==> config.mk <==
export PLATFORM = sky130hd
export DESIGN_NAME = btn_mode_sel
export DESIGN_NICKNAME = d
export VERILOG_FILES = /design/src/rtl/btn_mode_sel_pkg.sv /design/src/rtl/btn_debounce.sv /design/src/rtl/btn_mode_sel.sv
export SDC_FILE = /design/constraint.sdc
export NUM_CORES = 1
export LEC_CHECK = 0
export CAP_MARGIN = 15
export CORE_MARGIN = 1
export CORE_UTILIZATION = 50
export CTS_BUF_LIST = sky130_fd_sc_hd__clkbuf_16
export CTS_CLUSTER_DIAMETER = 120
export DETAILED_ROUTE_END_ITERATION = 8
export PLACE_DENSITY = 0.79
export REMOVE_ABC_BUFFERS = 1
export SLEW_MARGIN = 5
export SYNTH_ARGS = -nofsm -noshare
export SYNTH_HDL_FRONTEND = slang
export SYNTH_SLANG_ARGS = --single-unit
export TNS_END_PERCENT = 100
==> constraint.sdc <==
create_clock -name clk -period 2.8 [get_ports clk]
set_input_delay 0.56 -clock clk [delete_from_list [all_inputs] [get_ports clk]]
set_output_delay 0.56 -clock clk [all_outputs]
set_load 0.02 [all_outputs]
==> src/rtl/btn_mode_sel_pkg.sv <==
// Shared mode codes, debounce state type and default debounce length for the mode selector.
// Holds no logic of its own, so it adds no latency and has no backpressure.
package btn_mode_sel_pkg;

   localparam int DEBOUNCE_CYCLES_DEF = 50000;

   localparam logic [1:0] MODE_0 = 2'd0;
   localparam logic [1:0] MODE_1 = 2'd1;
   localparam logic [1:0] MODE_2 = 2'd2;
   localparam logic [1:0] MODE_3 = 2'd3;

   typedef enum logic [1:0] {
      DB_IDLE,
      DB_PRESS_WAIT,
      DB_PRESSED,
      DB_RELEASE_WAIT
   } db_state_e;

endpackage

==> src/rtl/btn_debounce.sv <==
// Synchronises and debounces one raw button; press_o pulses one cycle on an accepted press.
// Latency: 2 sync flops plus DEBOUNCE_CYCLES+1 stable samples; no backpressure.
module btn_debounce
   import btn_mode_sel_pkg::*;
#(
   parameter int DEBOUNCE_CYCLES = DEBOUNCE_CYCLES_DEF
) (
   input  logic clk,
   input  logic rst,
   input  logic btn_i,
   output logic press_o
);

   localparam int CW = $clog2(DEBOUNCE_CYCLES + 1);
   localparam logic [CW-1:0] CNT_LAST = CW'(DEBOUNCE_CYCLES - 1);

   logic [1:0]    sync_q;
   logic          sync;
   db_state_e     state_q, state_d;
   logic [CW-1:0] cnt_q, cnt_d;

   assign sync = sync_q[1];

   always_ff @(posedge clk or posedge rst) begin
      if (rst) begin
         sync_q  <= 2'b00;
         state_q <= DB_IDLE;
         cnt_q   <= '0;
      end else begin
         sync_q  <= {sync_q[0], btn_i};
         state_q <= state_d;
         cnt_q   <= cnt_d;
      end
   end

   // Counter only runs in the two wait states and is cleared on every transition.
   always_comb begin
      state_d = state_q;
      cnt_d   = cnt_q;
      press_o = 1'b0;
      case (state_q)
         DB_IDLE: begin
            if (sync) begin
               state_d = DB_PRESS_WAIT;
               cnt_d   = '0;
            end
         end
         DB_PRESS_WAIT: begin
            if (!sync) begin
               state_d = DB_IDLE;
               cnt_d   = '0;
            end else if (cnt_q == CNT_LAST) begin
               state_d = DB_PRESSED;
               cnt_d   = '0;
               press_o = 1'b1;
            end else begin
               cnt_d = cnt_q + 1'b1;
            end
         end
         DB_PRESSED: begin
            if (!sync) begin
               state_d = DB_RELEASE_WAIT;
               cnt_d   = '0;
            end
         end
         DB_RELEASE_WAIT: begin
            if (sync) begin
               state_d = DB_PRESSED;
               cnt_d   = '0;
            end else if (cnt_q == CNT_LAST) begin
               state_d = DB_IDLE;
               cnt_d   = '0;
            end else begin
               cnt_d = cnt_q + 1'b1;
            end
         end
         default: begin
            state_d = DB_IDLE;
            cnt_d   = '0;
         end
      endcase
   end

endmodule

==> src/rtl/btn_mode_sel.sv <==
// Two debounced buttons step a 2-bit mode up/down modulo 4, gated by lock; mode_chg flags each update.
// Latency: mode moves DEBOUNCE_CYCLES+3 edges after a button is first sampled high; no backpressure.
module btn_mode_sel
   import btn_mode_sel_pkg::*;
#(
   parameter int DEBOUNCE_CYCLES = DEBOUNCE_CYCLES_DEF
) (
   input  logic       clk,
   input  logic       rst,
   input  logic       btn_next,
   input  logic       btn_prev,
   input  logic       lock,
   output logic [1:0] mode,
   output logic       mode_chg
);

   logic       next_press, prev_press;
   logic [1:0] mode_q, mode_d;
   logic       chg_q, chg_d;

   btn_debounce #(.DEBOUNCE_CYCLES(DEBOUNCE_CYCLES)) u_db_next (
      .clk     (clk),
      .rst     (rst),
      .btn_i   (btn_next),
      .press_o (next_press)
   );

   btn_debounce #(.DEBOUNCE_CYCLES(DEBOUNCE_CYCLES)) u_db_prev (
      .clk     (clk),
      .rst     (rst),
      .btn_i   (btn_prev),
      .press_o (prev_press)
   );

   // Simultaneous presses cancel; presses under lock are dropped, never queued.
   always_comb begin
      mode_d = mode_q;
      chg_d  = 1'b0;
      if (!lock && next_press && !prev_press) begin
         mode_d = mode_q + 2'd1;
         chg_d  = 1'b1;
      end else if (!lock && prev_press && !next_press) begin
         mode_d = mode_q - 2'd1;
         chg_d  = 1'b1;
      end
   end

   always_ff @(posedge clk or posedge rst) begin
      if (rst) begin
         mode_q <= MODE_0;
         chg_q  <= 1'b0;
      end else begin
         mode_q <= mode_d;
         chg_q  <= chg_d;
      end
   end

   assign mode     = mode_q;
   assign mode_chg = chg_q;

endmodule
Word-level counts from Yosys, hierarchy flattened --
Index checks and enable logic that the tools add are counted.
Cells by class: eq/ne operators 16, mux-type cells 36, reduce and logical (&&, ||, !) cells 14, add/sub/neg operators 4
Operators by type and width (number):
- 16-bit two-way mux | 10
- 16-bit case mux with 4 select lines | 2
- 16-bit by 1-bit adder with 16-bit output, second input constant | 2
- 16-bit == test, second input constant | 2
- 2-bit two-way mux | 14
- 2-bit case mux with 4 select lines | 2
- 2-bit == test, second input constant | 4
- 1-bit two-way mux | 8
- 4-bit AND reduction | 2
- 3-bit by 1-bit != test with 1-bit output, second input constant | 2
- 3-bit != test, second input constant | 2
- 2-bit by 1-bit == test with 1-bit output, second input constant | 2
- 1-bit logical AND | 4
- 2-bit zero test | 2
- 2-bit by 1-bit != test with 1-bit output, second input constant | 2
- 2-bit != test, second input constant | 2
- 2-bit AND reduction | 2
- 1-bit zero test | 3
- 2-bit by 1-bit adder with 2-bit output, second input constant | 1
- 2-bit nonzero test | 1
- 2-bit by 1-bit subtractor with 2-bit output, second input constant | 1
Word-level totals: bits in registers 43, output and inout bits 3, input port bits 5, logic and storage cells 78

Logic depth before layout (Yosys ltp) --
Gate-level depths: netlist (run 1).
depth after elaboration 8, gate-level depth with buffers 7, gate-level depth less buffers 6

Modules after synthesis --
Synthesis (run 1) repeated with hierarchy kept, for this count alone.
Unflattened totals: cell total of the unflattened synthesis 237, area, all modules 2218.4 µm²
By module, submodules not included:
- btn_debounce | sequential area each 500.5 µm², cells an instance 113, area an instance 1042.2 µm², instances 2
- btn_mode_sel | sequential area each 75.1 µm², cells an instance 11, area an instance 133.9 µm², instances 1

Worst setup path before layout (run 1) --
Ideal clock, no wire load.
path type flip-flop to flip-flop, from register u_db_prev.cnt_q[4], to register mode_q[1], in the netlist mode[1], required time 2.721 ns, stages on the path, launching flop included 7, path buffers 1, arrival time 2.234 ns, period minus slack after synthesis 2.313 ns, setup time 0.079 ns, setup slack 0.487 ns, cells stage by stage dfrtp_1 -> or4b_1 -> or4_1 -> buf_2 -> a2111o_1 -> a21oi_2 -> xor2_1
Between the ends: word-level cells in the longest chain between the ends 7, elaborated cells on any way between the ends 10, classes of those cells eq/ne (1); mux (4); reduce/logical (5)
RTL lines:
- start, declared | line btn_debounce.sv:20 | logic [CW-1:0] cnt_q, cnt_d;
- start signal, assigned | line btn_debounce.sv:32 | cnt_q <= cnt_d;
- 16-bit == test (*) | line btn_debounce.sv:52 | end else if (cnt_q == CNT_LAST) begin
- 1-bit two-way mux (*) | line btn_debounce.sv:52
- 1-bit two-way mux (*) | line btn_debounce.sv:49 | if (!sync) begin
- 1-bit two-way mux (*) | line btn_debounce.sv:41 | case (state_q)
- 1-bit zero test / 1-bit logical AND (equally long branches) | line btn_mode_sel.sv:39, btn_mode_sel.sv:42
- 1-bit logical AND (on tied branches) | line btn_mode_sel.sv:39, btn_mode_sel.sv:42
- 2-bit two-way mux / 2-bit nonzero test (equally long branches)
- end signal, assigned | line btn_mode_sel.sv:53 | mode_q <= mode_d;
- end, declared | line btn_mode_sel.sv:18 | logic [1:0] mode_q, mode_d;
Every way passes the cells marked *; elsewhere a longest branch is shown, timed or not. A chain may end at the register's enable or synchronous reset.

Worst setup path after layout (run 1) --
Ends and elaborated chain as after synthesis.

==> results of run 1 <==
==> flip-flops by register name, summed over array words and instances (netlist names), named ones only <==
signal	cells
u_db_prev.cnt_q	16
u_db_next.sync_q	2
mode_chg	1
u_db_next.cnt_q	16
u_db_prev.state_q	1
mode	2
u_db_prev.sync_q	2
u_db_next.state_q	1
==> synth_stat cells (all sizes together) <==
cell type  instances
buf                1
o211ai             2
nand4bb            1
o22ai              1
or2                2
o2111ai            1
or3                5
nand2b             1
nor4               3
a41oi              3
or4bb              1
a21o               2
a21oi             13
nor2              10
a211o              1
a2111o             1
and4               2
clkbuf             6
nand4b             1
mux2               2
nor3               6
o21ai             26
nand2             28
and2               3
a211oi             1
nand4              7
ha                 2
a31oi              5
inv                7
o31ai              2
xor2               7
or4b               3
a22o               3
dfrtp             43
xnor2              3
and3               4
nor2b              1
mux2i              1
nand3             19
or4                3
==> cell type report <==
cell class / instances / share of cell area
clock buffers: 5 / 0.05048
flip-flops and latches: 43 / 0.4341
well taps: 50 / 0.02524
multi-input cells: 176 / 0.4296
inverters: 7 / 0.01060
clock inverters: 3 / 0.009591
repair buffers: 11 / 0.04038
==> per-layer routing <==
layer	vias to the layer above	share of wire
li1	883	-
met1	864	0.49
met2	36	0.46
met3	2	0.043
met4	0	0.0043
met5	-	0
==> worst max-delay path, stage by stage (launching register included) <==
cell	delay, ns
dfrtp_1	0.42
or4b_1	0.55
or4_1	0.64
a2111o_1	0.45
a21oi_2	0.15
xor2_1	0.14
==> per-stage QoR <==
step           instance area, sq um  utilization
2_1_floorplan                  2167            -
3_3_place_gp                   2330       0.5661
3_5_place_dp                   2330       0.5661
4_1_cts                        2479       0.6023
5_1_grt                        2479       0.6023
6_report                       2479       0.6023
==> how the worst max path moves through the flow <==
stage | startpoint | endpoint | slack [ns] | cells past startpoint
final | u_db_prev.cnt_q[4]$_DFFE_PP0P_ | mode[1]$_DFFE_PP0P_ | 0.37 | 5
after global routing | u_db_next.cnt_q[5]$_DFFE_PP0P_ | u_db_next.cnt_q[9]$_DFFE_PP0P_ | 0.20 | 5
after CTS | u_db_prev.cnt_q[4]$_DFFE_PP0P_ | mode[1]$_DFFE_PP0P_ | 0.38 | 5
after detailed placement | u_db_prev.cnt_q[4]$_DFFE_PP0P_ | mode[1]$_DFFE_PP0P_ | 0.38 | 5
after global placement | u_db_prev.cnt_q[4]$_DFFE_PP0P_ | mode[1]$_DFFE_PP0P_ | 0.44 | 5
after floorplan | u_db_prev.cnt_q[4]$_DFFE_PP0P_ | mode[1]$_DFFE_PP0P_ | 0.50 | 5
==> kinds of logic after synthesis <==
| kind of cell | synth area share |
|---|---|
| buffers and inverters | 0.02451 |
| AND/OR/NAND/NOR | 0.2480 |
| XOR/XNOR | 0.03991 |
| multiplexers | 0.01482 |
| adder cells (fa/ha/maj) | 0.01140 |
| flip-flops | 0.4903 |
| AO/OA/AOI/OAI | 0.1710 |
==> report_power, final <==
part / internal (mW) / leakage, nW / switching (mW) / total (mW)
logic: 0.0489 / 0.338 / 0.104 / 0.153
clock network: 0.333 / 0.0664 / 0.238 / 0.571
registers: 0.649 / 0.580 / 0.0301 / 0.679
total: 1.03 / 0.984 / 0.372 / 1.40
==> flow_metrics.env, run 1 <==
export IMPL_outcome="complete, no violations"
export IMPL_regToRegSetupSlack_ns=0.37
export IMPL_clock_sinks=43
export IMPL_cp_arrival_ns=2.63
export IMPL_ir_drop_v=0.0004790
export IMPL_reg2regPathDepth=5
export IMPL_postRouteAntennaNets=0
export IMPL_portBuffers=7
export IMPL_viasPerCell=6.051
export IMPL_min_path_cells=0
export IMPL_io_pins=8
export IMPL_firstDrtPassIters=4
export IMPL_nets=251
export IMPL_p_leak_nw=0.9841
export IMPL_final_cell_mix="dfrtp_1 (43), nand2_1 (28), o21ai_0 (26)"
export IMPL_tightest_slew_ns=1.011
export IMPL_drt_wl_total_um=4164
export IMPL_syn_to_final_growth_pct=12.94
export IMPL_rr_startpoint="u_db_prev.cnt_q[4]$_DFFE_PP0P_"
export IMPL_finalSetupTns_ns=0
export IMPL_rows=23
export IMPL_synth_cell_types=44
export IMPL_critPathLaunchType="register"
export IMPL_hp_class="register to register"
export IMPL_setup_viol=0
export IMPL_grt_pass1_wl_um=7038
export IMPL_place_inst=287
export IMPL_die_area_sq_um=4658
export IMPL_dp_hpwl_um=2870
export IMPL_slew_violations=0
export IMPL_cts_setup_buffers=0
export IMPL_grt_use_met3=0.04667
export IMPL_start_util=0.5333
export IMPL_drive_above_1_share=0.09796
export IMPL_dr_total_vias=1785
export IMPL_rsz0062_at_grt="false"
export IMPL_coreArea_sq_um=4115
export IMPL_grt_remaining_overflow=0
export IMPL_yosys_area_top_type="dfrtp_1"
export IMPL_fin_skew_ns=0.006617
export IMPL_ys_warn_count=0
export IMPL_root_buffer="clkbuf_16"
export IMPL_timing_rr_end="mode[1]$_DFFE_PP0P_"
export IMPL_cts_max_path_buffers=2
export IMPL_multi_input_area_sq_um=1065
export IMPL_syn_avg_cell_area_sq_um=9.419
export IMPL_power_mw=1.404
export IMPL_worst_setup_path_end_kind="register"
export IMPL_min_period_over_period=0.8665
export IMPL_crit_type="register to register"
export IMPL_clk_pin_slew_worst_paths_ns=0.07
export IMPL_crit_fanout=6
export IMPL_synth_top_cell_area_share=0.4903
export IMPL_holdBufCountCts=0
export IMPL_ys_seq_elements=43
export IMPL_maxCapViolations=0
export IMPL_cts_buffers=5
export IMPL_seqCellArea_sq_um=1076
export IMPL_mostFrequentLayoutCell="dfrtp_1"
export IMPL_cp_required_ns=3.01
export IMPL_hold_violations=0
export IMPL_gp_congestion=0.8039
export IMPL_fin_ws_ns=0.3739
export IMPL_slew_headroom=0.3232
export IMPL_syn_area_sq_um=2195
export IMPL_busiest_layer="met2"
export IMPL_yosysSeqAreaShare=0.4903
export IMPL_grt_max_degree=44
export IMPL_cts_repair_resized=0
export IMPL_grtUsageMet2=0.3064
export IMPL_htreeDepth=2
export IMPL_drtIter0Drc=117
export IMPL_cts_tree="done"
export IMPL_wl_per_cell_um=14.12
export IMPL_fin_crit_ns=2.426
export IMPL_timing_hold_ws_ns=0.3552
export IMPL_diodes=0
export IMPL_antenna_found_initial=0
export IMPL_netlist_top_cells_area="dfrtp_1 (49%), o21ai_0 (5.9%), nand2_1 (4.8%)"
export IMPL_die_w_um=68.25
export IMPL_grtUsageMet1=0.2897
export IMPL_place_ws_ns=0.3765
export IMPL_fillers=327
export IMPL_drc=0
export IMPL_netlist_instances=233
export IMPL_grt_usage=0.2026
export IMPL_clk_latency_ns=0.28
export IMPL_p_per_area_nw_per_um2=566.3
export IMPL_worstHoldStart="u_db_prev.sync_q[0]$_DFF_PP0_"
export IMPL_first_global_vias=1601
export IMPL_final_cells=295
export IMPL_holdPathEnd="u_db_prev.sync_q[1]$_DFF_PP0_"
export IMPL_die_h_um=68.25
export IMPL_fmax_mhz=412.2
Power figures use the tool's default switching activity.
==> inputs of run 2 (changes only) <==
- CTS_BUF_LIST: sky130_fd_sc_hd__clkbuf_16 -> unset
==> flow_metrics.env, run 2 (same netlist as run 1, synthesis figures left out) <==
export IMPL_outcome="complete, no violations"
export IMPL_reg_top3="u_db_next.cnt_q: 16 flops, u_db_prev.cnt_q: 16 flops"
export IMPL_fin_skew_ns=0.008244
export IMPL_critPathLaunchType="register"
export IMPL_cp_required_ns=3.02
export IMPL_cts_max_path_buffers=2
export IMPL_mostFrequentLayoutCell="dfrtp_1"
export IMPL_grt_remaining_overflow=0
export IMPL_coreArea_sq_um=4115
export IMPL_first_global_vias=1587
export IMPL_final_cell_mix="dfrtp_1 (43), nand2_1 (28), o21ai_0 (26)"
export IMPL_gp_congestion=0.8039
export IMPL_drive_above_1_share=0.09796
export IMPL_portBuffers=7
export IMPL_clk_pin_slew_worst_paths_ns=0.09
export IMPL_fmax_mhz=412.4
export IMPL_dr_total_vias=1795
export IMPL_syn_to_final_growth_pct=10.38
export IMPL_diodes=0
export IMPL_drt_wl_total_um=4148
export IMPL_grt_max_degree=44
export IMPL_design_area_sq_um=2422
export IMPL_viasPerCell=6.085
export IMPL_hp_class="register to register"
export IMPL_clock_sinks=43
export IMPL_finalSetupTns_ns=0
export IMPL_min_period_over_period=0.8659
export IMPL_io_pins=8
export IMPL_htreeDepth=2
export IMPL_dp_hpwl_um=2870
export IMPL_holdBufCountCts=0
export IMPL_firstDrtPassIters=5
export IMPL_postPlaceCellArea_sq_um=2330
export IMPL_hold_violations=0
export IMPL_grt_usage=0.2004
export IMPL_slew_violations=0
export IMPL_antenna_found_initial=0
export IMPL_drtIter0Drc=89
export IMPL_die_area_sq_um=4658
export IMPL_cts_repair_resized=0
export IMPL_rows=23
export IMPL_cts_buffers=5
export IMPL_cts_setup_buffers=0
export IMPL_start_util=0.5333
export IMPL_p_per_area_nw_per_um2=508.8
export IMPL_ir_drop_v=0.0004240
export IMPL_grt_pass1_wl_um=6955
export IMPL_setup_viol=0
export IMPL_clk_latency_ns=0.29
export IMPL_postRouteAntennaNets=0
export IMPL_cts_tree="done"
export IMPL_fin_crit_ns=2.425
export IMPL_slew_headroom=0.3527
export IMPL_nets=251
export IMPL_crit_type="register to register"
export IMPL_worst_setup_path_end_kind="register"
export IMPL_maxCapViolations=0
export IMPL_p_leak_nw=0.9584
export IMPL_die_h_um=68.25
export IMPL_root_buffer="clkbuf_8"
export IMPL_die_w_um=68.25
export IMPL_tightest_slew_ns=0.9674
export IMPL_drc=0
export IMPL_timing_hold_ws_ns=0.3613
export IMPL_cp_arrival_ns=2.65
export IMPL_rsz0062_at_grt="false"
export IMPL_wl_per_cell_um=14.06
export IMPL_crit_fanout=6
## run 2: path summary, 6_finish.rpt
check / start / to / slack, ns / cells past startpoint
min: u_db_prev.sync_q[0]$_DFF_PP0_ / u_db_prev.sync_q[1]$_DFF_PP0_ / 0.36 / 0
max reg2reg: u_db_prev.cnt_q[4]$_DFFE_PP0P_ / mode[1]$_DFFE_PP0P_ / 0.38 / 5
min in group asynchronous: rst / u_db_next.sync_q[0]$_DFF_PP0_ / 0.71 / 3
max: u_db_prev.cnt_q[4]$_DFFE_PP0P_ / mode[1]$_DFFE_PP0P_ / 0.38 / 5
min reg2reg: u_db_prev.sync_q[0]$_DFF_PP0_ / u_db_prev.sync_q[1]$_DFF_PP0_ / 0.36 / 0
max in group asynchronous: rst / u_db_prev.cnt_q[0]$_DFFE_PP0P_ / 1.74 / 3
## run 2: through the flow
step                cells    util  power (mW)  worst slack (ns)
floorplan             226       -      0.7923            0.5026
global placement      287  0.5661      0.8420            0.4368
detailed placement    287  0.5661      0.8478            0.3765
CTS                   295  0.5886       1.245            0.3704
global route          295  0.5886       1.288            0.1946
finish                295  0.5886       1.233            0.3753
## run 2: power breakdown
part           switching [mW]  internal, mW
logic                   0.105        0.0489
clock network           0.222         0.178
registers              0.0300         0.648
total                   0.357         0.876
## run 2: worst max-delay path, cell delays in order (launching register included)
cell and delay (ns):
dfrtp_1 0.43, or4b_1 0.55, or4_1 0.64, a2111o_1 0.44, a21oi_2 0.15, xor2_1 0.14
## run 2: cell type report
cell class	instances	area, sq um
clock buffer	5	68.82
sequential	43	1076
fill	337	1693
clock inverter	3	23.77
timing repair buffer	11	100.1
tap	50	62.56
inverter	7	26.28
multi-input combinational	176	1065
## run 2: metal layers
metal	share of wire	vias to the layer above	global-route usage
met2	0.47	41	0.3064
met4	0.0060	0	0.04948
met3	0.045	4	0.04667
met1	0.48	869	0.2854
met5	0	-	0
li1	-	881	-
==> inputs of run 3 (changes only) <==
- ABC_AREA: unset -> 1
==> flow_metrics.env, run 3 <==
export IMPL_min_path_cells=0
export IMPL_cpPeakStageDelay_ns=0.62
export IMPL_reg2regPathDepth=8
export IMPL_place_inst=365
export IMPL_synth_top_family_by_area="simple AND/OR/NAND/NOR gates"
export IMPL_root_buffer="clkbuf_8"
export IMPL_start_util=0.5324
export IMPL_cpMaxStageDelayCell="clkdlybuf4s50_1"
export IMPL_antenna_found_initial=0
export IMPL_p_leak_nw=1.198
export IMPL_yosysSeqAreaShare=0.4517
export IMPL_io_pins=8
export IMPL_rr_startpoint="u_db_prev.cnt_q[0]$_DFFE_PP0P_"
export IMPL_cts_max_path_buffers=2
export IMPL_synth_edf_count=0
export IMPL_ys_warn_count=0
export IMPL_timing_hold_ws_ns=0.3464
export IMPL_crit_type="register to output pin"
export IMPL_grt_max_degree=44
export IMPL_syn_to_final_growth_pct=10.03
export IMPL_die_w_um=71.03
export IMPL_finalSetupTns_ns=0
export IMPL_grt_remaining_overflow=0
export IMPL_worst_setup_path_end_kind="output pin"
export IMPL_clock_sinks=43
export IMPL_seq_power_share=0.522
export IMPL_holdBufCountCts=0
export IMPL_ir_drop_v=0.0002267
export IMPL_switching_share=0.2655
export IMPL_postRouteAntennaNets=0
export IMPL_firstDrtPassIters=4
export IMPL_wl_per_cell_um=12.04
export IMPL_postPlaceCellArea_sq_um=2509
export IMPL_timing_rr_end="u_db_prev.cnt_q[11]$_DFFE_PP0P_"
export IMPL_fin_skew_ns=0.01148
export IMPL_die_area_sq_um=5045
export IMPL_synth_cell_types=32
export IMPL_rows=24
export IMPL_netlist_top_cells_area="dfrtp_1 (45%), nand2_1 (11%), inv_1 (6.8%)"
export IMPL_worstHoldStart="u_db_prev.sync_q[0]$_DFF_PP0_"
export IMPL_intPower_uw=957.5
export IMPL_cts_setup_buffers=0
export IMPL_drc=0
export IMPL_grt_pass1_wl_um=8169
export IMPL_synth_commonest_cells="nand2_1 (72), dfrtp_1 (43), inv_1 (43)"
export IMPL_place_ws_ns=0.9647
export IMPL_viasPerCell=5.241
export IMPL_holdPathEnd="u_db_prev.sync_q[1]$_DFF_PP0_"
export IMPL_mostFrequentLayoutCell="nand2_1"
export IMPL_utilization=0.5859
export IMPL_clk_latency_ns=0.30
export IMPL_diodes=0
export IMPL_final_cell_mix="nand2_1 (72), dfrtp_1 (43), inv_1 (42)"
export IMPL_crit_fanout=4
export IMPL_fmax_mhz=531.3
export IMPL_switchingPower_uw=346.1
export IMPL_clk_pin_slew_worst_paths_ns=0.09
export IMPL_cp_num_buf_inv=1
export IMPL_slew_violations=0
export IMPL_gp_congestion=0.8814
export IMPL_drive_above_1_share=0.1246
export IMPL_cts_tree="done"
export IMPL_hp_class="register to register"
export IMPL_maxCapViolations=0
export IMPL_clkPwrFrac=0.370
export IMPL_synth_compound_area_frac=0.1176
export IMPL_path_cells="clkdlybuf4s50_1"
export IMPL_coreArea_sq_um=4474
export IMPL_yosys_area_top_type="dfrtp_1"
export IMPL_critPathLaunchType="register"
export IMPL_cp_required_ns=2.24
export IMPL_final_cells=373
export IMPL_power_mw=1.304
export IMPL_design_area_sq_um=2621
export IMPL_tightest_slew_ns=0.5514
export IMPL_drt_wl_total_um=4490
export IMPL_dr_total_vias=1955
export IMPL_fin_ws_ns=0.9178
export IMPL_first_global_vias=1947
export IMPL_setup_viol=0
export IMPL_yosysMostFrequentCell="nand2_1"
export IMPL_cts_buffers=5
export IMPL_portBuffers=7
export IMPL_nets=327
export IMPL_synth_top_cell_area_share=0.4517
export IMPL_reg_top3="u_db_next.cnt_q: 16 flops, u_db_prev.cnt_q: 16 flops"
export IMPL_path_delay_family="buffers and inverters"
export IMPL_outcome="complete, no violations"
export IMPL_htreeDepth=2
export IMPL_synthXorXnorAreaFrac=0.03309
export IMPL_synthArstFlopShare=1.000
export IMPL_cts_repair_resized=0
export IMPL_fin_crit_ns=1.882
export IMPL_cp_arrival_ns=1.32
export IMPL_grt_usage=0.2047
export IMPL_synth_mux_area_frac=0
export IMPL_synth_flop_cell="dfrtp_1"
export IMPL_netlist_instances=307
export IMPL_rsz0062_at_grt="false"
export IMPL_p_per_area_nw_per_um2=497.3
export IMPL_ys_seq_elements=43
export IMPL_synth_fa_ha_area_frac=0.01050
export IMPL_yosys_area_share_simple=0.3062
export IMPL_comb_power_share=0.108
export IMPL_syn_avg_cell_area_sq_um=7.760
export IMPL_slew_headroom=0.6324
export IMPL_syn_area_sq_um=2382
export IMPL_drtIter0Drc=105
export IMPL_regToRegSetupSlack_ns=0.94
export IMPL_dp_hpwl_um=3157
export IMPL_min_period_over_period=0.6722
export IMPL_hold_violations=0
export IMPL_die_h_um=71.03
==> run 3: changes by cell type in the layout (fill, tap and decap cells not counted), sizes merged, moves of 5 or more <==
cell   before  now
nand2      28   79
nor2       10   45
inv         8   45
or3         5    0
a21oi      13    7
o22ai       1    7
==> run 3: routing by layer <==
metal  wire [um]  up-vias  GRT usage
li1            -     1010          -
met1        2151      908     0.2587
met2        2129       29     0.3387
met3         143        8    0.04843
met4          65        0    0.08444
met5           0        -          0
==> run 3: layout make-up <==
class	instances	area (sq um)
inverter	47	176.4
tap	52	65.06
clock buffer	5	68.82
multi-input combinational	215	1114
sequential	43	1076
timing repair buffer	8	77.57
clock inverter	3	43.79
fill	424	1853
==> run 3: logic make-up (layout without fill, tap and decap cells) <==
logic type,after synthesis,count (layout)
compound gates,49,49
xor+xnor,9,9
fa+ha+maj,2,2
buf+inv,49,63
flops,43,43
simple gates,155,155
==> run 3: worst max path at each step <==
stage / start / slack [ns] / to / cells past startpoint
2_1_floorplan: rst / 1.24 / asynchronous set/reset pin / 1
3_3_place_gp: u_db_prev.cnt_q[0]$_DFFE_PP0P_ / 1.09 / u_db_prev.cnt_q[11]$_DFFE_PP0P_ / 8
3_5_place_dp: u_db_prev.cnt_q[0]$_DFFE_PP0P_ / 0.96 / u_db_prev.cnt_q[11]$_DFFE_PP0P_ / 8
4_1_cts: mode[0]$_DFFE_PP0P_ / 0.91 / mode[0] / 1
5_1_grt: u_db_prev.cnt_q[0]$_DFFE_PP0P_ / 0.75 / u_db_prev.cnt_q[11]$_DFFE_PP0P_ / 8
6_report: mode[0]$_DFFE_PP0P_ / 0.92 / mode[0] / 1
==> run 3: power groups by stage <==
| stage | registers (mW) | logic [mW] | clock network, mW |
|---|---|---|---|
| floorplan | 0.687 | 0.104 | 0 |
| finish | 0.680 | 0.141 | 0.482 |
| global placement | 0.692 | 0.138 | 0 |
| detailed placement | 0.693 | 0.140 | 0 |
| global route | 0.685 | 0.159 | 0.517 |
| CTS | 0.680 | 0.142 | 0.496 |
